===== src/rtl/eq_serial_ctrl.sv =====
// eq_serial_ctrl
//
// Purpose:
//   Compares two W-bit words one bit per clock, LSB first, through a single
//   shared external 1-bit equality cell. Both operands are latched on an
//   accepted start. The block reports word equality and the lowest
//   mismatching bit index, and pulses done_tick for one cycle when the
//   result is ready.
//
// Configuration macro:
//   EQ_SERIAL_EARLY_EXIT_EN
//     defined   : stop at the first mismatching bit.
//     undefined : always scan all W bits (fixed latency). eq is the AND of
//                 every sampled bit_eq. mis_idx keeps the lowest mismatch.
//
// Ports:
//   clk        in   system clock, rising edge
//   reset      in   synchronous active-high reset
//   start      in   comparison request, only honoured while ready=1
//   a, b       in   W-bit operands, captured on the accepted start edge
//   ready      out  1 while idle and able to accept start
//   done_tick  out  one-cycle pulse when eq/mis_idx carry a new result
//   eq         out  1 = operands were equal (holds until next result)
//   mis_idx    out  lowest mismatching bit index, 0 when eq=1
//   bit_i0     out  to shared cell i0: a_reg[idx] while comparing, else 0
//   bit_i1     out  to shared cell i1: b_reg[idx] while comparing, else 0
//   bit_eq     in   shared cell result, combinational from bit_i0/bit_i1

module eq_serial_ctrl #(
  parameter int W  = 8,
  parameter int IW = 3
) (
  input  logic          clk,
  input  logic          reset,
  input  logic          start,
  input  logic [W-1:0]  a,
  input  logic [W-1:0]  b,
  output logic          ready,
  output logic          done_tick,
  output logic          eq,
  output logic [IW-1:0] mis_idx,
  output logic          bit_i0,
  output logic          bit_i1,
  input  logic          bit_eq
);

  typedef enum logic [1:0] {
    S_IDLE,
    S_CMP,
    S_DONE
  } state_t;

  localparam logic [IW-1:0] LAST_IDX = IW'(W - 1);

  state_t        state_q, state_d;
  logic [W-1:0]  a_q, a_d;
  logic [W-1:0]  b_q, b_d;
  logic [IW-1:0] idx_q, idx_d;
  logic          prov_eq_q, prov_eq_d;
  logic [IW-1:0] prov_idx_q, prov_idx_d;
  logic          eq_q, eq_d;
  logic [IW-1:0] mis_idx_q, mis_idx_d;
  logic          ready_q, ready_d;
  logic          done_tick_q, done_tick_d;
  logic          bit_i0_q, bit_i0_d;
  logic          bit_i1_q, bit_i1_d;

`ifndef EQ_SERIAL_EARLY_EXIT_EN
  logic          scan_eq;
  logic [IW-1:0] scan_idx;
`endif

  // Next-state logic. The provisional result (prov_*) accumulates while
  // scanning. The visible eq/mis_idx are only updated on the transition
  // into DONE, so they show the previous result during a comparison.
  // All outputs are registered. Their next values are derived from the
  // next state, so the cell inputs already present bit idx on the first
  // CMP cycle.
  always_comb begin
    state_d     = state_q;
    a_d         = a_q;
    b_d         = b_q;
    idx_d       = idx_q;
    prov_eq_d   = prov_eq_q;
    prov_idx_d  = prov_idx_q;
    eq_d        = eq_q;
    mis_idx_d   = mis_idx_q;
    done_tick_d = 1'b0;
`ifndef EQ_SERIAL_EARLY_EXIT_EN
    scan_eq     = prov_eq_q & bit_eq;
    scan_idx    = (prov_eq_q && !bit_eq) ? idx_q : prov_idx_q;
`endif

    case (state_q)
      S_IDLE: begin
        if (start) begin
          a_d        = a;
          b_d        = b;
          idx_d      = '0;
          prov_eq_d  = 1'b1;
          prov_idx_d = '0;
          state_d    = S_CMP;
        end
      end

      S_CMP: begin
`ifdef EQ_SERIAL_EARLY_EXIT_EN
        if (!bit_eq) begin
          eq_d        = 1'b0;
          mis_idx_d   = idx_q;
          state_d     = S_DONE;
          done_tick_d = 1'b1;
        end else if (idx_q == LAST_IDX) begin
          eq_d        = prov_eq_q;
          mis_idx_d   = prov_idx_q;
          state_d     = S_DONE;
          done_tick_d = 1'b1;
        end else begin
          idx_d = idx_q + IW'(1);
        end
`else
        // Only the first mismatch is recorded, because prov_eq_q drops on it.
        prov_eq_d  = scan_eq;
        prov_idx_d = scan_idx;
        if (idx_q == LAST_IDX) begin
          eq_d        = scan_eq;
          mis_idx_d   = scan_idx;
          state_d     = S_DONE;
          done_tick_d = 1'b1;
        end else begin
          idx_d = idx_q + IW'(1);
        end
`endif
      end

      S_DONE: begin
        state_d = S_IDLE;
      end

      default: begin
        state_d = S_IDLE;
      end
    endcase

    ready_d  = (state_d == S_IDLE);
    bit_i0_d = (state_d == S_CMP) ? a_d[idx_d] : 1'b0;
    bit_i1_d = (state_d == S_CMP) ? b_d[idx_d] : 1'b0;
  end

  // Single state register for the whole controller. Reset takes priority
  // and abandons any comparison in progress without a done_tick.
  always_ff @(posedge clk) begin
    if (reset) begin
      state_q     <= S_IDLE;
      a_q         <= '0;
      b_q         <= '0;
      idx_q       <= '0;
      prov_eq_q   <= 1'b0;
      prov_idx_q  <= '0;
      eq_q        <= 1'b0;
      mis_idx_q   <= '0;
      ready_q     <= 1'b1;
      done_tick_q <= 1'b0;
      bit_i0_q    <= 1'b0;
      bit_i1_q    <= 1'b0;
    end else begin
      state_q     <= state_d;
      a_q         <= a_d;
      b_q         <= b_d;
      idx_q       <= idx_d;
      prov_eq_q   <= prov_eq_d;
      prov_idx_q  <= prov_idx_d;
      eq_q        <= eq_d;
      mis_idx_q   <= mis_idx_d;
      ready_q     <= ready_d;
      done_tick_q <= done_tick_d;
      bit_i0_q    <= bit_i0_d;
      bit_i1_q    <= bit_i1_d;
    end
  end

  assign ready     = ready_q;
  assign done_tick = done_tick_q;
  assign eq        = eq_q;
  assign mis_idx   = mis_idx_q;
  assign bit_i0    = bit_i0_q;
  assign bit_i1    = bit_i1_q;

endmodule


===== config.mk =====
export PLATFORM = sky130hd
export DESIGN_NAME = eq_serial_ctrl
export DESIGN_NICKNAME = d
export VERILOG_FILES = /design/src/rtl/eq_serial_ctrl.sv
export SDC_FILE = /design/constraint.sdc
export NUM_CORES = 1
export LEC_CHECK = 0
export CORE_ASPECT_RATIO = 1.5
export CORE_MARGIN = 2
export CORE_UTILIZATION = 50
export DETAILED_ROUTE_END_ITERATION = 7
export MAX_ROUTING_LAYER = met4
export PLACE_DENSITY = 0.77
export REMOVE_ABC_BUFFERS = 1
export SYNTH_ARGS = -nofsm -noshare
export SYNTH_HDL_FRONTEND = slang
export SYNTH_SLANG_ARGS = --single-unit

===== constraint.sdc =====
create_clock -name clk -period 5.15 [get_ports clk]
set_input_delay 1.545 -clock clk [delete_from_list [all_inputs] [get_ports clk]]
set_output_delay 1.545 -clock clk [all_outputs]
set_load 0.005 [all_outputs]

After elaboration in Yosys (flattened, before gate mapping) --
Index checks and enable logic that the tools add are counted.
Word-level totals: bits of input ports 20, latch bits 0, memory bits (writable) 0, output and inout port bits 8, bits in read-only memories 0, logic and storage cells 50, flip-flop bits (word level) 33, memories 0
Operators by class: add/subtract/negate cells 1, bitwise operators 3, reductions and logical operators 9, muxes and demuxes 20, equality and inequality tests 4, shifts and indexed selects 0, div/mod/pow operators 0, order comparisons 1, multipliers 0
Operators with widths (number):
- 8-bit two-way mux | 4
- 3-bit two-way mux | 4
- 3-bit one-hot mux with 2 select lines | 2
- 1-bit binary-select mux with 3-bit select | 2
- 2-bit by 1-bit == test with 1-bit output (second input constant) | 2
- 2-bit logical NOT | 2
- 3-bit by 4-bit < comparator with 1-bit output (second input constant) | 1
- 1-bit two-way mux | 4
- 2-bit two-way mux | 2
- 2-bit one-hot mux with 2 select lines | 1
- 2-bit AND reduction | 2
- 2-bit OR reduction | 2
- 3-bit by 1-bit adder with 3-bit output (second input constant) | 1
- 3-bit == test (second input constant) | 1
- 2-bit != test (second input constant) | 1
- 1-bit NOT | 2
- 1-bit one-hot mux with 2 select lines | 1
- 2-bit nonzero test | 1
- 1-bit AND | 1
- 1-bit logical AND | 1
- 1-bit logical NOT | 1

Depth between registers and ports, before layout --
depth after elaboration 6, depth in mapped cells 8, gate-level depth less buffers 7

Worst setup path before layout --
Ideal clock, no wire load.
kind in2reg, start point input start, end point register bit_i1_q (netlist: bit_i1), cell stages on the path 7, path buffers 1, setup slack 2.460 ns, data required time 5.033 ns, data arrival time 2.573 ns, setup time 0.117 ns, cells stage by stage o21bai_2 -> nand2_1 -> and2_1 -> buf_4 -> o21ai_0 -> o22ai_1 -> a32o_2
Between the ends: cells in the longest elaborated chain, start to end 5, elaborated cells on any way between the ends 11, those cells by class eq/ne: 1; mux: 8; bitwise: 1; reduce/logical: 1
Ends and longest elaborated chain:
- start: declaration | line 35 | input logic start,
- parallel branches: the longest is 5 deep, another holds 3-bit two-way mux
- end signal: assignment | line 178 | bit_i1_q <= bit_i1_d;
- end: declaration | line 66 | logic bit_i1_q, bit_i1_d;
Parallel ways; which one is timed is not known. The select of a mux whose other input is x is not followed. A chain may end at the register's enable or synchronous reset.

Worst setup path after layout --
Ends and elaborated chain as after synthesis.

==> results.py <==
metrics = {
    "clock_tree": {
        "clockRootBuffer": "clkbuf_8",
        "cts_buffers": 5,
        "clock_latency_ns": 0.29,
        "clk_pin_slew_worst_paths_ns": 0.07,
        "ctsResizeCount": 0,
        "cts_tree": "done",
        "postCtsSetupRepairBufs": 0,
        "cts.sinks": 33,
        "cts_hold_buffers": 0,
        "htree_levels": 2,
        "cts.path.max_buffers": 2,
    },
    "layout": {
        "stdcell_count": 251,
        "antenna_cells": 0,
        "final_common_cell": "nand2_1",
        "fillers": 274,
        "syn_to_final_growth_pct": 21.9,
        "fin_nets": 232,
        "drive_gt1_frac": 0.0802,
        "final_cell_mix": "nand2_1, dfxtp_1, clkdlybuf4s50_1",
    },
    "grt": {
        "grt_max_degree": 31,
        "antenna_found_initial": 0,
        "grt_pass1_vias": 1276,
        "grt_pass1_wl_um": 5770,
        "grt-ovfl-total": 0,
        "track_usage": 0.220,
    },
    "placement": {
        "place.gp.congestion": 0.781,
        "port_buffers": 27,
        "dp_hpwl_um": 2450,
        "dp.cells": 243,
        "preCtsSetupSlack_ns": 1.59,
    },
    "worst_setup_path": {
        "cp_slowest_cell": "clkdlybuf4s50_1",
        "arrival_ns": 3.52,
        "r2r-end": "bit_i1$_SDFF_PP0_",
        "r2r_start": "idx_q[0]$_SDFF_PP0_",
        "worstPathMaxFanout": 18,
        "crit_type": "in -> reg",
        "crit_required_ns": 5.39,
        "reg2reg_slack_ns": 2.95,
        "cp-start-kind": "input port",
        "reg2regPathDepth": 7,
        "max_stage_delay_ns": 0.60,
        "end_kind": "flip-flop",
        "path_cells": "clkdlybuf4s50_1 > nor2b_1 > nand2b_1 > nand4b_1 > o21ai_0 > o22ai_1 > a32o_2",
    },
    "drt": {
        "wirelength_um": 3370,
        "first_pass_iters": 4,
        "num_vias": 1345,
        "route.detailed.drc": 0,
        "post_drt_wl_per_cell_um": 13.4,
        "drt_iter0_drc": 31,
        "drtAntennaViolNets": 0,
        "via_per_inst": 5.36,
    },
    "sta": {
        "fin_skew_ns": 0.00594,
        "final_hold_viol_count": 0,
        "drv_slew": 0,
        "setup_violations": 0,
        "rsz0062_at_grt": "no",
        "slew_headroom": 0.566,
        "max_freq_mhz": 305,
        "worst_slew_pin_slew_ns": 0.650,
        "fin_ws_ns": 1.87,
        "fin_crit_sh": 0.637,
        "fin_crit_ns": 3.28,
        "fin_setup_tns_ns": 0,
    },
    "logic_synthesis": {
        "yosysTopAreaCellShare": 0.427,
        "synth_cells": 189,
        "netlist_area_um2": 1550,
        "avgSynthCellArea_um2": 8.18,
        "seq_area_frac_synth": 0.427,
        "synth_cell_type_count": 42,
        "ys_warn_count": 0,
        "synth_top_area_cell": "dfxtp_1",
        "ys_seq_elements": 33,
        "async_reset_ff_frac": 0,
        "synth_edf_count": 0,
        "synth.area.top_cells": "dfxtp_1, nand2_1, a21oi_1, mux2i_1, nor2_1",
        "ys.flop_type": "dfxtp_1",
    },
    "pwr": {
        "swShare": 0.263,
        "power_density_nw_per_um2": 284,
        "intPower_uw": 395,
        "p_comb_frac": 0.129,
        "clkPwrFrac": 0.356,
        "p_sw_uw": 141,
        "leakagePower_uw": 0.000699,
        "seqPwrFrac": 0.516,
        "peakVddDrop_mv": 0.205,
    },
    "min_path": {
        "holdPathStages": 2,
        "worstHoldEndpoint": "b_q[1]$_SDFF_PP0_",
        "min_from": "b_q[1]$_SDFF_PP0_",
        "holdCritPathClass": "reg -> reg",
    },
    "die": {
        "die_area_um2": 3560,
        "start_util": 0.526,
        "pin_count": 28,
        "die_h_um": 72.1,
        "rows": 24,
        "fp.dieW_um": 49.4,
        "placeableCoreArea_um2": 2940,
    },
    "job": {
        "maxCapViolations": 0,
    },
    "status": {
        "outcome": "completed",
    },
}
per-layer routing:
metal,vias up,track usage,share of wire
met4,0,0.130,0.023
met1,618,0.222,0.40
met5,-,-,0
li1,692,-,-
met3,6,0.0617,0.038
met2,29,0.378,0.54
cell families after synthesis:
group           share of synthesized area
fa+ha+maj                         0.00809
simple gates                        0.240
compound gates                      0.219
buf+inv                            0.0599
flops                               0.427
mux                                0.0453
worst max-delay path, delay by kind of cell:
kind	cells	cell delay [ns]
AO/OA/AOI/OAI	3	0.43
buffers and inverters	1	0.60
AND/OR/NAND/NOR	3	0.94
state kept, by name, indices dropped and copies added, names as in the netlist:
register	count
a_q	8
b_q	8
idx_q	3
mis_idx	3
prov_idx_q	3
state_q	2
bit_i0	1
bit_i1	1
done_tick	1
eq	1
prov_eq_q	1
ready	1
metrics by stage:
stage | power [uW] | cell area [um^2] | util | hold slack, ns
2_1_floorplan | 317 | 1470 | - | 0.425
3_3_place_gp | 348 | 1800 | 0.611 | 0.446
3_5_place_dp | 351 | 1800 | 0.611 | 0.451
4_1_cts | 542 | 1890 | 0.641 | 0.461
5_1_grt | 562 | 1890 | 0.641 | 0.480
6_report | 536 | 1890 | 0.641 | 0.457
power groups by stage:
stage | logic [uW] | clock network, uW | registers, uW
2_1_floorplan | 38.0 | 0 | 279
3_3_place_gp | 67.2 | 0 | 281
3_5_place_dp | 68.9 | 0 | 282
4_1_cts | 69.5 | 197 | 276
5_1_grt | 76.9 | 207 | 278
6_report | 68.9 | 191 | 276
synthesized netlist by cell type, drive strengths merged, types with 2 or more instances:
cell	number
nor2	14
nor2b	7
dfxtp	33
nand2b	4
nand3	3
a21oi	22
a22oi	4
nand2	41
buf	6
inv	5
a211oi	6
and2	2
or2	2
o21bai	3
mux2i	7
o21ai	7
clkbuf	7
cell type report:
class	instances	area, um^2	share of cell area
Tap cell	39	48.8	0.0259
Inverter	5	18.8	0.00995
Multi-Input combinational cell	138	793	0.421
Clock buffer	5	68.8	0.0365
Timing Repair Buffer	28	278	0.147
Sequential cell	33	661	0.350
Clock inverter	3	17.5	0.00929
worst max-delay path by stage:
| stage | endpoint | slack [ns] | startpoint | depth (start not counted) |
|---|---|---|---|---|
| after global routing | bit_i1$_SDFF_PP0_ | 1.68 | start | 7 |
| final | bit_i1$_SDFF_PP0_ | 1.87 | start | 7 |
| after floorplan | bit_i1$_SDFF_PP0_ | 2.44 | start | 6 |
| after detailed placement | bit_i1$_SDFF_PP0_ | 1.59 | start | 7 |
| after CTS | bit_i1$_SDFF_PP0_ | 1.88 | start | 7 |
| after global placement | bit_i1$_SDFF_PP0_ | 1.68 | start | 7 |
Note: power is estimated with default switching activity, not from simulation.
